[config.mk]
export PLATFORM = sky130hd
export DESIGN_NAME = ifu
export DESIGN_NICKNAME = d
export VERILOG_FILES = /design/src/rtl/ifu.sv
export SDC_FILE = /design/constraint.sdc
export NUM_CORES = 1
export LEC_CHECK = 0
export CORE_UTILIZATION = 58
export CTS_BUF_LIST = sky130_fd_sc_hd__clkbuf_2
export CTS_CLUSTER_SIZE = 25
export DETAILED_ROUTE_END_ITERATION = 8
export MAX_ROUTING_LAYER = met4
export PLACE_DENSITY = 0.84
export SLEW_MARGIN = 0
export SYNTH_ARGS = -nofsm -noshare
export SYNTH_HDL_FRONTEND = slang
export SYNTH_SLANG_ARGS = --single-unit
[constraint.sdc]
create_clock -name clk -period 2.9 [get_ports clk]
set_clock_uncertainty 0.05 [all_clocks]
set_input_delay 0.435 -clock clk [delete_from_list [all_inputs] [get_ports clk]]
set_output_delay 0.435 -clock clk [all_outputs]
set_load 0.01 [all_outputs]
[src/rtl/ifu.sv]
// Instruction fetch unit: keeps one ROM read in flight, buffers returned words in a
// small {pc,instr} FIFO and discards stale data across branch redirects.
module ifu #(
    parameter int          DEPTH    = 4,
    parameter logic [16:0] RESET_PC = 17'h00000
) (
    input  logic        clk,
    input  logic        rst,
    output logic        rom_req,
    output logic [16:0] rom_addr,
    input  logic        rom_ack,
    input  logic [31:0] rom_data,
    output logic [31:0] raw,
    output logic [16:0] raw_pc,
    output logic        valid,
    input  logic        ready,
    input  logic        redir,
    input  logic [16:0] redir_pc,
    output logic        busy
);

    localparam int              PTR_W    = (DEPTH > 1) ? $clog2(DEPTH) : 1;
    localparam logic [PTR_W:0]  FULL_CNT = (PTR_W+1)'(DEPTH);
    localparam logic [PTR_W:0]  CNT_ONE  = (PTR_W+1)'(1);

    typedef enum logic [1:0] {IDLE, FETCH, DROP} state_t;

    state_t             state_reg, state_next;
    logic [16:0]        addr_reg, addr_next;
    logic [16:0]        fp_reg, fp_next;
    logic [PTR_W-1:0]   wr_ptr_reg, rd_ptr_reg;
    logic [PTR_W:0]     count_reg, count_next;
    logic [48:0]        mem [DEPTH];
    logic [48:0]        head;
    logic               push, pop;

    // Redirect beats both a pop and a push in the same cycle.
    always_comb begin
        push       = (state_reg == FETCH) && rom_ack && !redir;
        pop        = valid && ready && !redir;
        count_next = count_reg;
        if (redir)
            count_next = '0;
        else if (push && !pop)
            count_next = count_reg + CNT_ONE;
        else if (pop && !push)
            count_next = count_reg - CNT_ONE;

        state_next = state_reg;
        addr_next  = addr_reg;
        fp_next    = fp_reg;
        case (state_reg)
            IDLE: begin
                if (redir) begin
                    fp_next    = redir_pc;
                    addr_next  = redir_pc;
                    state_next = FETCH;
                end else if (count_next < FULL_CNT) begin
                    addr_next  = fp_reg;
                    state_next = FETCH;
                end
            end
            FETCH: begin
                if (redir) begin
                    fp_next = redir_pc;
                    if (rom_ack) begin
                        addr_next  = redir_pc;
                        state_next = FETCH;
                    end else begin
                        // Stale request stays on the bus until its ack is swallowed.
                        state_next = DROP;
                    end
                end else if (rom_ack) begin
                    fp_next = addr_reg + 17'd1;
                    if (count_next < FULL_CNT)
                        addr_next = addr_reg + 17'd1;
                    else
                        state_next = IDLE;
                end
            end
            DROP: begin
                if (redir)
                    fp_next = redir_pc;
                if (rom_ack) begin
                    addr_next  = redir ? redir_pc : fp_reg;
                    state_next = FETCH;
                end
            end
            default: state_next = IDLE;
        endcase
    end

    always_ff @(posedge clk or negedge rst) begin
        if (!rst) begin
            state_reg  <= IDLE;
            addr_reg   <= RESET_PC;
            fp_reg     <= RESET_PC;
            count_reg  <= '0;
            wr_ptr_reg <= '0;
            rd_ptr_reg <= '0;
        end else begin
            state_reg <= state_next;
            addr_reg  <= addr_next;
            fp_reg    <= fp_next;
            count_reg <= count_next;
            if (redir) begin
                wr_ptr_reg <= '0;
                rd_ptr_reg <= '0;
            end else begin
                if (push)
                    wr_ptr_reg <= wr_ptr_reg + PTR_W'(1);
                if (pop)
                    rd_ptr_reg <= rd_ptr_reg + PTR_W'(1);
            end
        end
    end

    always_ff @(posedge clk) begin
        if (push)
            mem[wr_ptr_reg] <= {addr_reg, rom_data};
    end

    // Head is gated so the outputs read zero whenever the buffer is empty.
    assign head     = mem[rd_ptr_reg];
    assign valid    = (count_reg != '0);
    assign raw      = valid ? head[31:0]  : 32'h0;
    assign raw_pc   = valid ? head[48:32] : 17'h0;
    assign rom_req  = (state_reg != IDLE);
    assign busy     = (state_reg != IDLE);
    assign rom_addr = addr_reg;

endmodule

==> run metrics <==
run status complete, but fails checks; failing checks setup timing; area of the mapped netlist 10290 µm²; wire length of the first global-routing pass around 37000 µm; count of flip-flops with a built-in enable after synthesis between 150 and 200; Placement Cell Area 11860 µm²; crit start category flip-flop; maximum root-to-sink buffer count 3; Yosys top cell area share 57.20%; average cell area after synthesis about 15 µm²; clock latency reported for the late side of the worst-skew pair a little over 0.8 ns; net count after synthesis 729; share of the yosys chip area belonging to registers between 60% and 70%; post-route setup slack -0.05088 ns; worst-margin pin slew roughly 0.7 ns; endpoint arrival time on the critical path ~2.5 ns; primary flip-flop cell chosen by synthesis mapping sky130_fd_sc_hd__edfxtp_1; area of the core around 17000 µm²; global-route usage over all layers between 20 and 30%; via total after detailed routing 6605; layout cell share with drive strength beyond 1 roughly 30%; total power divided by cell area roughly 900 nW/µm²; Clk Tree Root Cell sky130_fd_sc_hd__clkbuf_2; via count of the first global-routing pass approximately 6.7k; asr flop ratio synth 17.99%; number of nets in the layout just over 900; antenna-violating nets left 0; Area contributors post-synth sky130_fd_sc_hd__edfxtp_1 (57%), sky130_fd_sc_hd__mux4_2 (11%), sky130_fd_sc_hd__dfrtp_1 (10%); total wirelength of the detailed-routed design 24260 µm; Lkg Pwr between 4 and 5 nW; global-route congestion overflow total 0; Final Power roughly 11 mW; Worst IR Drop VDD between 700 and 800 µV; die outline height between 100 and 150 µm; Ys Warns 0; total number of clock tree sinks roughly 240; Hold Vio Cnt, Final 0; initial DRC count around 530; setup violation total in the final timing report 12; worst min-delay path category input port to asynchronous set/reset pin; final sum of negative setup slack -0.4170 ns; Finished Cell Area 12680 µm²; floorplan die area 18280 µm²; count of non-filler cells in the finished layout between 1k and 1.5k; detailed-router iteration count before antenna repair 8; clock transition time at the flip-flop clock pins of the worst setup and hold paths about 0.11 ns; maximum fanout count along the critical path 7; gp weighted congestion slightly above 0.9; number of buffers added by the clock tree synthesis step 58; Post-Route Utilization 73.32%; via-per-instance ratio between 5 and 6; number of flip-flops under the largest register name about 200; Ports ~120; Period Utilization, post-route 101.8%; Critical Path Sink Type output port; number of port buffers 122; die span in x around 140 µm; Cells after Synth roughly 670; number of different library cells in the post-synthesis netlist 59; synthesis-to-layout area growth 23.25%; final-report max-slew violation count 0; placed cell count 996; DRC 0; Max Cap Viol 0; depth of the CTS H-tree 2; RSZ-0062 raised after global routing yes; leading cell types in the layout, fill and taps excluded sky130_fd_sc_hd__edfxtp_1 (196), sky130_fd_sc_hd__clkbuf_2 (77), sky130_fd_sc_hd__clkdlybuf4s50_1 (70); average wire per standard cell 21.76 µm; antenna violations before repair 1; shortest clock period the worst path allows after layout ~3 ns; fmax roughly 340 MHz; TritonCTS clock tree built; worst max-slew margin expressed relative to the limit 54.63%; category of the critical setup timing path flip-flop to output port; required time at the worst-slack endpoint 2.41 ns; pin count of the biggest net entering global routing 60; Yosys reg bits 239; library cell occupying the most area in the post-synthesis netlist sky130_fd_sc_hd__edfxtp_1; number of core rows between 40 and 50; detailed-placement wirelength estimate roughly 14000 µm; most common cell after layout, fill and taps aside sky130_fd_sc_hd__edfxtp_1; effective utilization at floorplan between 50 and 60%
[metrics by stage]
step,hold WS [ns],setup slack [ns]
final,0.1389,-0.05088
after CTS,0.07594,-0.1157
after floorplan,0.08941,0.2062
after detailed placement,0.4532,0.2409
after global placement,0.4421,0.3224
after global routing,0.1320,-0.1581
[cell type report]
type | count | area, µm²
Sequential cell | 239 | 6967
Fill cell | 1050 | 4614
Multi-Input combinational cell | 379 | 3274
Timing Repair Buffer | 161 | 1614
Clock buffer | 77 | 385.4
Tap cell | 225 | 281.5
Clock inverter | 23 | 121.4
Inverter | 9 | 33.78
Antenna cell | 2 | 5.005
[kinds of logic (layout without fill, tap and decap cells)]
logic type / after synthesis / after routing / synth area share, %
multiplexers: 55 / 55 / 11.31
flip-flops: 239 / 239 / 67.66
other: 0 / 2 / 0
XOR/XNOR: 20 / 20 / 1.702
AND/OR/NAND/NOR: 189 / 189 / 9.703
buffers and inverters: 49 / 270 / 2.079
adder cells (fa/ha/maj): 9 / 9 / 1.070
AO/OA/AOI/OAI: 106 / 106 / 6.481
[routing by layer]
layer / vias up / GRT usage, % / wire, µm
met5: - / - / 0
met4: 0 / 9.114 / 492
met2: 342 / 45.81 / 12280
li1: 2955 / - / -
met3: 36 / 5.200 / 1826
met1: 3272 / 37.00 / 9662
[where the power goes]
group          switching (mW)  leakage, nW  internal, mW
clock                    1.31        0.384         0.822
combinational            2.20         1.94          2.33
sequential              0.540         2.30          4.26
[path summary, 6_finish.rpt]
path | startpoint | to | slack [ns] | depth (start not counted)
setup / recovery | rd_ptr_reg[0] | raw_pc[3] | -0.05 | 6
hold / removal | rst | count_reg[2] | 0.14 | 2
setup reg to reg | count_reg[1] | rom_addr[6] | 0.36 | 11
hold reg to reg | fp_reg[8] | fp_reg[8] | 0.49 | 2
max in group asynchronous | rst | rom_addr[13] | 1.93 | 3
min in group clk | rom_data[19] | mem[3][19] | 0.20 | 1
[timing repair]
action,CTS,global route
endpoints found under the setup margin,50,49
endpoints found under the hold margin,27,0
hold buffers,1,0
gates resized for setup,230,43
cloned,8,0
buffers inserted,10,3
[critical path, cell delays in order, from the launching register on]
cell and delay (ns):
sky130_fd_sc_hd__dfrtp_4 0.54, sky130_fd_sc_hd__buf_12 0.15, sky130_fd_sc_hd__buf_8 0.12, sky130_fd_sc_hd__buf_16 0.15
sky130_fd_sc_hd__mux4_2 0.42, sky130_fd_sc_hd__nor2b_1 0.14, sky130_fd_sc_hd__buf_2 0.14
[Yosys cell counts, drive strengths merged (10+ instances only)]
cell      n
xor2     11
o22ai    10
a21oi    20
a211oi   11
nand3    10
nor2     48
o21ai    35
clkbuf   23
mux4     49
buf      17
nor2b    54
nand2    41
dfrtp    43
edfxtp  196
(Power assumes the default switching activity.)
